===== src/rtl/iomem_if.sv =====
// PicoSoC iomem bus bundle between the SoC master port and a memory-mapped slave.
// Handshake: master raises iomem_valid with addr/wstrb/wdata stable and holds them until it sees
// iomem_ready; slave pulses iomem_ready for exactly one cycle with iomem_rdata valid in that cycle.
interface iomem_if;
    logic        iomem_valid;
    logic        iomem_ready;
    logic [3:0]  iomem_wstrb;
    logic [31:0] iomem_addr;
    logic [31:0] iomem_wdata;
    logic [31:0] iomem_rdata;

    modport master (
        output iomem_valid, iomem_wstrb, iomem_addr, iomem_wdata,
        input  iomem_ready, iomem_rdata
    );

    modport slave (
        input  iomem_valid, iomem_wstrb, iomem_addr, iomem_wdata,
        output iomem_ready, iomem_rdata
    );
endinterface


===== src/rtl/iomem_led_pwm.sv =====
// Eight-channel PWM LED driver on the iomem bus: per-LED duty, enable mask and shared prescaler.
// Duty changes are shadowed to period boundaries so dimming never glitches mid-period.
module iomem_led_pwm #(
    parameter logic [31:0] BASE_ADDR  = 32'h0300_0000,
    parameter int          PRESCALE_W = 16
) (
    input  logic        clk,
    input  logic        reset,
    iomem_if.slave      bus,
    output logic [7:0]  leds
);

    logic [7:0]            en;
    logic [7:0]            en_nxt;
    logic [7:0][7:0]       duty;
    logic [7:0][7:0]       duty_nxt;
    logic [7:0][7:0]       active_duty;
    logic [PRESCALE_W-1:0] presc;
    logic [PRESCALE_W-1:0] presc_nxt;
    logic [PRESCALE_W-1:0] pre_cnt;
    logic [7:0]            pwm_cnt;
    logic [31:0]           rd_mux;

    logic       sel;
    logic       wr;
    logic [5:0] word;
    logic       wr_ctrl;
    logic       wr_duta;
    logic       wr_dutb;
    logic       wr_presc;
    logic       tick;
    logic       wrap;
    logic       unused_bits;

    // The !ready term turns a held valid into one ack every other cycle.
    assign sel      = bus.iomem_valid && (bus.iomem_addr[31:8] == BASE_ADDR[31:8]) && !bus.iomem_ready;
    assign wr       = sel && (bus.iomem_wstrb != 4'b0000);
    assign word     = bus.iomem_addr[7:2];
    assign wr_ctrl  = wr && (word == 6'd0);
    assign wr_duta  = wr && (word == 6'd1);
    assign wr_dutb  = wr && (word == 6'd2);
    assign wr_presc = wr && (word == 6'd3);
    assign tick     = (pre_cnt == presc);
    assign wrap     = tick && (pwm_cnt == 8'hFF);
    assign unused_bits = &{1'b0, bus.iomem_addr[1:0]};

    always_comb begin
        en_nxt    = en;
        duty_nxt  = duty;
        presc_nxt = presc;
        if (wr_ctrl && bus.iomem_wstrb[0]) begin
            en_nxt = bus.iomem_wdata[7:0];
        end
        for (int b = 0; b < 4; b++) begin
            if (wr_duta && bus.iomem_wstrb[b]) duty_nxt[b]     = bus.iomem_wdata[8*b +: 8];
            if (wr_dutb && bus.iomem_wstrb[b]) duty_nxt[b + 4] = bus.iomem_wdata[8*b +: 8];
        end
        for (int k = 0; k < PRESCALE_W; k++) begin
            if (wr_presc && bus.iomem_wstrb[k >> 3]) presc_nxt[k] = bus.iomem_wdata[k];
        end
    end

    always_comb begin
        rd_mux = '0;
        case (word)
            6'd0:    rd_mux = {24'd0, en};
            6'd1:    rd_mux = duty[3:0];
            6'd2:    rd_mux = duty[7:4];
            6'd3:    rd_mux = 32'(presc);
            default: rd_mux = '0;
        endcase
    end

    always_ff @(posedge clk) begin
        if (reset) begin
            bus.iomem_ready <= 1'b0;
            bus.iomem_rdata <= '0;
            en              <= '0;
            duty            <= '0;
            active_duty     <= '0;
            presc           <= '0;
            pre_cnt         <= '0;
            pwm_cnt         <= '0;
            leds            <= '0;
        end else begin
            bus.iomem_ready <= sel;
            bus.iomem_rdata <= sel ? rd_mux : 32'd0;
            en              <= en_nxt;
            duty            <= duty_nxt;
            presc           <= presc_nxt;

            if (wr_presc) begin
                pre_cnt <= '0;
                pwm_cnt <= '0;
            end else if (tick) begin
                pre_cnt <= '0;
                pwm_cnt <= pwm_cnt + 8'd1;
            end else begin
                pre_cnt <= pre_cnt + 1'b1;
            end

            // Shadow load uses duty_nxt so a write landing on the wrap edge takes effect at once.
            for (int i = 0; i < 8; i++) begin
                if (wr_presc || wrap || !en[i]) begin
                    active_duty[i] <= duty_nxt[i];
                end
                leds[i] <= en[i] && ((active_duty[i] == 8'hFF) || (pwm_cnt < active_duty[i]));
            end
        end
    end

endmodule

===== src/flat_wrapper.sv =====
// flat-port wrapper written by rule: the top's interface ports become plain ports
module iomem_led_pwm_flat 
#(
    parameter logic [31:0] BASE_ADDR  = 32'h0300_0000,
    parameter int          PRESCALE_W = 16
)
  (clk, reset, leds, bus_iomem_valid, bus_iomem_wstrb, bus_iomem_addr, bus_iomem_wdata, bus_iomem_ready, bus_iomem_rdata);
  iomem_if bus_i ();
  input  logic clk;
  input  logic reset;
  output logic [7:0] leds;
  input wire logic [$bits(bus_i.iomem_valid)-1:0] bus_iomem_valid;
  input wire logic [$bits(bus_i.iomem_wstrb)-1:0] bus_iomem_wstrb;
  input wire logic [$bits(bus_i.iomem_addr)-1:0] bus_iomem_addr;
  input wire logic [$bits(bus_i.iomem_wdata)-1:0] bus_iomem_wdata;
  output wire logic [$bits(bus_i.iomem_ready)-1:0] bus_iomem_ready;
  output wire logic [$bits(bus_i.iomem_rdata)-1:0] bus_iomem_rdata;
  assign bus_i.iomem_valid = bus_iomem_valid;
  assign bus_i.iomem_wstrb = bus_iomem_wstrb;
  assign bus_i.iomem_addr = bus_iomem_addr;
  assign bus_i.iomem_wdata = bus_iomem_wdata;
  assign bus_iomem_ready = bus_i.iomem_ready;
  assign bus_iomem_rdata = bus_i.iomem_rdata;
  iomem_led_pwm #(.BASE_ADDR(BASE_ADDR), .PRESCALE_W(PRESCALE_W)) u_core (.clk(clk), .reset(reset), .bus(bus_i), .leds(leds));
endmodule

===== config.mk =====
export PLATFORM = sky130hd
export DESIGN_NAME = iomem_led_pwm_flat
export DESIGN_NICKNAME = d
export VERILOG_FILES = /design/src/rtl/iomem_if.sv /design/src/rtl/iomem_led_pwm.sv /design/src/flat_wrapper.sv
export SDC_FILE = /design/constraint.sdc
export NUM_CORES = 1
export LEC_CHECK = 0
export CORE_MARGIN = 1
export CORE_UTILIZATION = 45
export DETAILED_ROUTE_END_ITERATION = 6
export HOLD_SLACK_MARGIN = 0.03
export PLACE_DENSITY = 0.66
export REMOVE_ABC_BUFFERS = 1
export SYNTH_ARGS = -nofsm -noshare
export SYNTH_HDL_FRONTEND = slang
export SYNTH_SLANG_ARGS = --single-unit

===== constraint.sdc =====
create_clock -name clk -period 3.28 [get_ports clk]
set_clock_uncertainty 0.05 [all_clocks]
set_input_delay 0.656 -clock clk [delete_from_list [all_inputs] [get_ports clk]]
set_output_delay 0.656 -clock clk [all_outputs]
set_load 0.02 [all_outputs]

==> results of run 1 <==
## power groups by stage
stage / logic [mW] / registers [mW] / clock network (mW)
finish: 0.265 / 2.64 / 2.86
global route: 0.288 / 2.64 / 3.02
CTS: 0.265 / 2.64 / 2.91
detailed placement: 0.264 / 2.70 / 0
global placement: 0.261 / 2.70 / 0
floorplan: 0.0714 / 2.71 / 0
## flip-flops by register name, indices dropped and copies added, names as in the netlist
register,cells
u_core.active_duty,64
u_core.bus.iomem_ready,1
u_core.pwm_cnt,8
u_core.leds,8
u_core.duty,64
u_core.pre_cnt,16
u_core.en,8
u_core.presc,16
u_core.bus.iomem_rdata,32
## tightest hold or removal path, stage by stage, from the launching register on
cell and delay [ns]:
dfxtp_1 0.32, a22oi_1 0.06, nor2_1 0.07
## synth_stat cells (6+ instances only)
| cell | instances |
|---|---|
| dfxtp_1 | 217 |
| nor2_1 | 150 |
| mux2i_1 | 89 |
| nor2b_1 | 73 |
| a221oi_2 | 60 |
| inv_1 | 59 |
| ha_1 | 58 |
| clkbuf_1 | 33 |
| nand4_1 | 30 |
| nand2_1 | 25 |
| a22oi_1 | 24 |
| and3_1 | 23 |
| xnor2_1 | 23 |
| nor3_1 | 17 |
| o21ai_0 | 17 |
| a21oi_1 | 16 |
| xor2_1 | 14 |
| buf_6 | 10 |
| a211oi_1 | 8 |
| buf_2 | 8 |
| mux2_2 | 8 |
| mux4_2 | 8 |
| nand2b_1 | 8 |
| o21a_1 | 8 |
| o41ai_1 | 7 |
| nand3_1 | 6 |
## stage by stage
| step | cells | power [mW] | utilization |
|---|---|---|---|
| after global placement | 1410 | 2.96 | 0.525 |
| final | 1455 | 5.77 | 0.563 |
| after global routing | 1455 | 5.95 | 0.563 |
| after floorplan | 974 | 2.78 | - |
| after detailed placement | 1410 | 2.97 | 0.525 |
| after CTS | 1454 | 5.82 | 0.562 |
## area by class of cell
cell class	instances	share of cell area
antenna	1	0.000196
clock buffer	34	0.0565
tap	285	0.0280
multi-input combinational	698	0.431
timing repair buffer	151	0.115
sequential	217	0.341
clock inverter	10	0.0106
inverter	59	0.0174
## cell families (layout without fill, tap and decap cells)
| kind of cell | count (synthesis) | count (layout) | synth area share |
|---|---|---|---|
| buf+inv | 117 | 254 | 0.0523 |
| simple gates | 352 | 352 | 0.171 |
| xor+xnor | 37 | 37 | 0.0312 |
| compound gates | 146 | 146 | 0.144 |
| other cells | 0 | 1 | 0 |
| flops | 217 | 217 | 0.419 |
| mux | 105 | 105 | 0.112 |
| fa+ha+maj | 58 | 58 | 0.0700 |
## cells in the final DEF (no fill, tap or decap), types with 24 or more instances in the layout
| cell type | synthesis | final |
|---|---|---|
| dfxtp_1 | 217 | 217 |
| inv_1 | 59 | 59 |
| clkbuf_16 | 0 | 25 |
| a221oi_2 | 60 | 60 |
| nor2b_1 | 73 | 73 |
| clkdlybuf4s50_1 | 0 | 108 |
| mux2i_1 | 89 | 89 |
| a22oi_1 | 24 | 24 |
| nand4_1 | 30 | 30 |
| buf_4 | 5 | 37 |
| nand2_1 | 25 | 25 |
| nor2_1 | 150 | 150 |
| ha_1 | 58 | 58 |
## worst min path at each step
stage	from	endpoint	slack [ns]	depth (start not counted)
finish	u_core.duty[20]	u_core.bus.iomem_rdata[20]	0.44	2
global route	u_core.duty[28]	u_core.bus.iomem_rdata[28]	0.47	2
CTS	u_core.duty[20]	u_core.bus.iomem_rdata[20]	0.45	2
detailed placement	u_core.duty[20]	u_core.bus.iomem_rdata[20]	0.43	2
global placement	u_core.duty[28]	u_core.bus.iomem_rdata[28]	0.43	2
floorplan	u_core.pre_cnt[0]	u_core.pre_cnt[0]	0.41	1
## per-layer routing
metal | part of all wire | vias to the layer above
met5 | 0 | -
met3 | 0.050 | 47
li1 | - | 3917
met2 | 0.47 | 170
met4 | 0.020 | 0
met1 | 0.46 | 3738
==> results.md, run 1 <==
- GR Overflow Total: 0
- Clock power frac: 0.496
- Final ANT Viol Nets: 0
- Fill count: 1966
- Die ar.: 23700 µm²
- Area contributors post-synth: dfxtp_1 (42%), a221oi_2 (8.7%), mux2i_1 (8.6%)
- Hold WS: 0.441 ns
- Peak supply drop: 330 µV
- M2 GR Usage: 0.373
- Starting Density: 0.458
- Die Width: 154 µm
- RSZ-0062 raised after global routing: false
- Placement Setup Slack: 0.0521 ns
- Met1 Track Usage GR: 0.287
- Sw Ratio: 0.214
- Via Count: 7872
- Data required time at the worst endpoint: 3.58 ns
- Cell mode on critical path: buf_4
- First-pass GRT wire length: 41600 µm
- Startpoint types: input port
- Final WS setup: 0.554 ns
- Number of buffer cells added on primary ports: 109
- Period utilization: 0.831
- Ports: 112
- Seq cells post-synth: 217
- Crit-path slowest cell: nor4_1
- Reg power frac: 0.458
- Crit Reg-Reg Startpoint: u_core.pwm_cnt[5]
- EDFF count, synth: 0
- CP max FO: 8
- CP endpoint kind: flip-flop
- Slew Limit Fails: 0
- M3 GR Usage: 0.0361
- Quantity of gates resized following cts: 0
- Crit Path Category: input port to flip-flop
- Post-DP Area: 11900 µm²
- Area of the multi-input gates: 5490 µm²
- CP bufs+invs: 3
- Top_reg_cell synth: dfxtp_1
- Comb power frac: 0.046
- Critical path's top delay family: simple AND/OR/NAND/NOR gates
- Post-route cell area: 12700 µm²
- CP startpoint: bus_iomem_addr[5]
- Final worst path period need: 2.73 ns
- Final Hold Vio Count: 0
- Area grow syn2layout: 22.8%
- Remaining DRCs: 0
- Drt first-iter violations: 329
- Drt first pass iters: 4
- Flip-flop and latch area: 4340 µm²
- Placer Congestion: 0.811
- Core Footprint: 22600 µm²
- Synth top area share: 0.419
- Worst-Margin Slew: 0.864 ns
- Mapped Area: 10400 µm²
- Routed WL: 25900 µm
- Leading area contributor after synthesis: dfxtp_1
- Status: completed
- Clock Path Buffers: 3
- Die Span Y: 154 µm
- DR WL/cell: 17.8 µm
- H-tree depth: 1
- Cts hold-fix bufs: 0
- Maxcap violations: 0
- Net Sw Power: 1.23 mW
- Vias per cell: 5.41
- Crit-path cells: clkdlybuf4s50_1 -> nor4_1 -> buf_4 -> and2_1 -> and3_1 -> buf_4 -> mux2i_1 -> a221oi_2
- Layout cells sized above 1: 0.146
- Internal power consumption: 4.53 mW
- Ys async rst share: 0
- Flop2flop setup slack: 0.79 ns
- Leak: 4.50 nW
- Nets@finish: 1280
- Postcts setup bufs: 0
- Worst skew pair latency: 0.52 ns
- Clock buffer count from CTS: 24
- Gr busiest metal: met2
- Num Clock Sinks: 217
- Synth warnings: 0
- Synthesized area per cell: 10.1 µm²
- Mapped Cells: 1032
- Row count: 55
- Terminus of the critical flop-to-flop path: u_core.active_duty[46]
- CP Depth: 8
- Crit path DAT: 3.03 ns
- Final setup violation count: 0
- Setup TNS Final: 0 ns
- CP peak stage delay: 0.44 ns
- Vias in the first global route: 7871
- Clock slew at reported path FFs: 0.06 ns
- Worst Setup EP: u_core.active_duty[35]
- P per Cell Area: 453 nW/µm²
- Synth cell types: 42
- Max_slew headroom: 0.424
- Sequential fraction of the synthesis area: 0.419
- Worst Hold Class: flip-flop to flip-flop
- Reg2Reg Depth: 6
- Overall Global Routing Usage: 0.220
- Placed wire-length estimate: 18100 µm
- Antenna violations before repair: 1
- Max Fclk: 0.367 GHz
- TritonCTS clock tree: done
- CTS root buffer: clkbuf_16
- Largest net degree at the start of global routing: 154
Note: power is estimated with default switching activity, not from simulation.
==> run 2, diff against run 1 <==
==> constraint.sdc (replaced) <==
create_clock -name clk -period 2.83 [get_ports clk]
set_clock_uncertainty 0.05 [all_clocks]
set_input_delay 0.566 -clock clk [delete_from_list [all_inputs] [get_ports clk]]
set_output_delay 0.566 -clock clk [all_outputs]
set_load 0.02 [all_outputs]
==> run 2 against run 1 <==
Effect of this change: clock power is 7.3% higher; critical path type unchanged; via count is 2.2% higher; combinational power is 17% higher; highest routed layer unchanged; clock-buffer cell count is 3 lower; cell count is 2.8% higher.
==> results.md, run 2 (synthesized netlist as in run 1, its figures left out) <==
- Cts hold-fix bufs: 0 (unchanged)
- RSZ-0062 raised after global routing: false (unchanged)
- Vias in the first global route: 7927 (was 7871)
- Clock slew at reported path FFs: 0.06 ns (about the same)
- Status: completed (unchanged)
- Placer Congestion: 0.817 (was 0.811)
- Worst Hold Class: flip-flop to flip-flop (unchanged)
- Clock Path Buffers: 3 (unchanged)
- Crit Path Category: input port to flip-flop (unchanged)
- Postcts setup bufs: 0 (unchanged)
- Layout cells sized above 1: 0.177 (was 0.146)
- Ports: 112 (unchanged)
- Placed wire-length estimate: 18500 µm (was 18100 µm)
- Crit-path cells: clkdlybuf4s50_1 -> or4_4 -> buf_4 -> nor3_2 -> a32oi_4 -> buf_4 -> buf_4 -> a221oi_2 (was clkdlybuf4s50_1 -> nor4_1 -> buf_4 -> and2_1 -> and3_1 -> buf_4 -> mux2i_1 -> a221oi_2)
- Quantity of gates resized following cts: 0 (unchanged)
- Leak: 4.69 nW (was 4.50 nW)
- Starting Density: 0.458 (unchanged)
- Routed WL: 26500 µm (was 25900 µm)
- Antenna violations before repair: 0 (was 1)
- Flop2flop setup slack: 0.54 ns (was 0.79 ns)
- Die Width: 154 µm (unchanged)
- Die ar.: 23700 µm² (unchanged)
- CTS root buffer: clkbuf_16 (unchanged)
- Crit-path slowest cell: or4_4 (was nor4_1)
- Most frequent cells in the layout: dfxtp_1 (217), nor2_1 (150), clkdlybuf4s50_1 (108) (unchanged)
- Vias per cell: 5.38 (was 5.41)
- Worst-Margin Slew: 0.861 ns (was 0.864 ns)
- Crit Reg-Reg Startpoint: u_core.pwm_cnt[5] (unchanged)
- Placement Setup Slack: -0.185 ns (was 0.0521 ns)
- Inserted Diodes: 0 (was 1)
- DR WL/cell: 17.7 µm (was 17.8 µm)
- Max_slew headroom: 0.426 (was 0.424)
- Crit path DAT: 2.86 ns (was 3.03 ns)
- Row count: 55 (unchanged)
- Nets@finish: 1324 (was 1280)
- Clock buffer count from CTS: 24 (unchanged)
- Final ANT Viol Nets: 0 (unchanged)
- Dpl cells: 1454 (was 1410)
- Setup TNS Final: 0 ns (unchanged)
- CP max FO: 11 (was 8)
- TritonCTS clock tree: done (unchanged)
- Critical path's top delay family: buffers and inverters (was simple AND/OR/NAND/NOR gates)
- CP peak stage delay: 0.57 ns (was 0.44 ns)
- Peak supply drop: 468 µV (was 330 µV)
- Core Footprint: 22600 µm² (unchanged)
- Final WS setup: 0.343 ns (was 0.554 ns)
- Max Fclk: 0.402 GHz
- CP startpoint: bus_iomem_addr[5] (unchanged)
- Post-layout util: 0.578 (was 0.563)
- CP bufs+invs: 4 (was 3)
- First-pass GRT wire length: 42500 µm (was 41600 µm)
- Remaining DRCs: 0 (unchanged)
- Drt first-iter violations: 365 (was 329)
- Die Span Y: 154 µm (unchanged)
- Largest net degree at the start of global routing: 154 (unchanged)
- Number of buffer cells added on primary ports: 109 (unchanged)
- Final non-filler cell total: 1496 (was 1455)
- Maxcap violations: 0 (unchanged)
- Post-DP Area: 12300 µm² (was 11900 µm²)
- Post-route cell area: 13100 µm² (was 12700 µm²)
- Cell mode on critical path: buf_4 (unchanged)
- CP endpoint kind: flip-flop (unchanged)
- Final setup violation count: 0 (unchanged)
- Drt first pass iters: 4 (unchanged)
- Worst skew pair latency: 0.52 ns (about the same)
- P per Cell Area: 492 nW/µm² (was 453 nW/µm²)
- GR Overflow Total: 0 (unchanged)
- Hold Crit Start: u_core.duty[24] (was u_core.duty[20])
- Num Clock Sinks: 217 (unchanged)
- Largest regs: u_core.active_duty: 64 flops, u_core.duty: 64 flops, u_core.bus.iomem_rdata: 32 flops (unchanged)
- Startpoint types: input port (unchanged)
- Data required time at the worst endpoint: 3.20 ns (was 3.58 ns)
- Via Count: 8046 (was 7872)
- Final Hold Vio Count: 0 (unchanged)
- Slew Limit Fails: 0 (unchanged)
- Area grow syn2layout: 26.2% (was 22.8%)
- Overall Global Routing Usage: 0.225 (was 0.220)
- Final worst path period need: 2.49 ns
- Period utilization: 0.879
- H-tree depth: 1 (unchanged)
- Commonest non-fill, non-tap cell in the layout: dfxtp_1 (unchanged)
==> run 2: changes by cell type in the layout (fill, tap and decap cells not counted), sizes merged <==
cell | previous run | this run
buf | 43 | 87
bufinv | 3 | 1
clkbuf | 34 | 31
clkinvlp | 1 | 3
diode | 1 | 0
inv | 59 | 60
==> run 2: report_power, final <==
part	internal (mW)	switching, mW	leakage (nW)
logic	0.154	0.155	2.57
clock network	1.81	1.26	0.382
registers	3.06	0.00901	1.75
total	5.02	1.42	4.69
==> run 2: tightest hold or removal path: cells and delay by family, from the launching register on <==
| family | cells | cell delay (ns) |
|---|---|---|
| DFF | 1 | 0.32 |
| and+or+nand+nor | 1 | 0.07 |
| AOI/OAI and AO/OA | 1 | 0.07 |
==> run 2: final cells by class <==
cell class                 instances  area, µm²
timing repair buffer             195       1900
sequential                       217       4340
multi-input combinational        698       5490
fill                            1942       9550
tap                              285        357
clock inverter                    11       95.1
clock buffer                      31        688
inverter                          59        221
==> run 2: through the flow <==
stage	power (mW)	hold WS [ns]
after global routing	6.68	0.460
final	6.44	0.448
after floorplan	3.22	0.414
after CTS	6.52	0.442
after global placement	3.44	0.426
after detailed placement	3.44	0.433
==> run 2: layer usage <==
layer | global-route usage | share of wire | vias up
met1 | 0.299 | 0.47 | 3862
met5 | 0 | 0 | -
met4 | 0.0648 | 0.020 | 0
met2 | 0.381 | 0.47 | 151
met3 | 0.0318 | 0.037 | 40
li1 | - | - | 3993
==> run 2: path summary, 6_finish.rpt <==
check	end	cells after the start
max	u_core.active_duty[44]	8
min	u_core.bus.iomem_rdata[24]	2
max reg2reg	u_core.active_duty[46]	7
min reg2reg	u_core.bus.iomem_rdata[24]	2
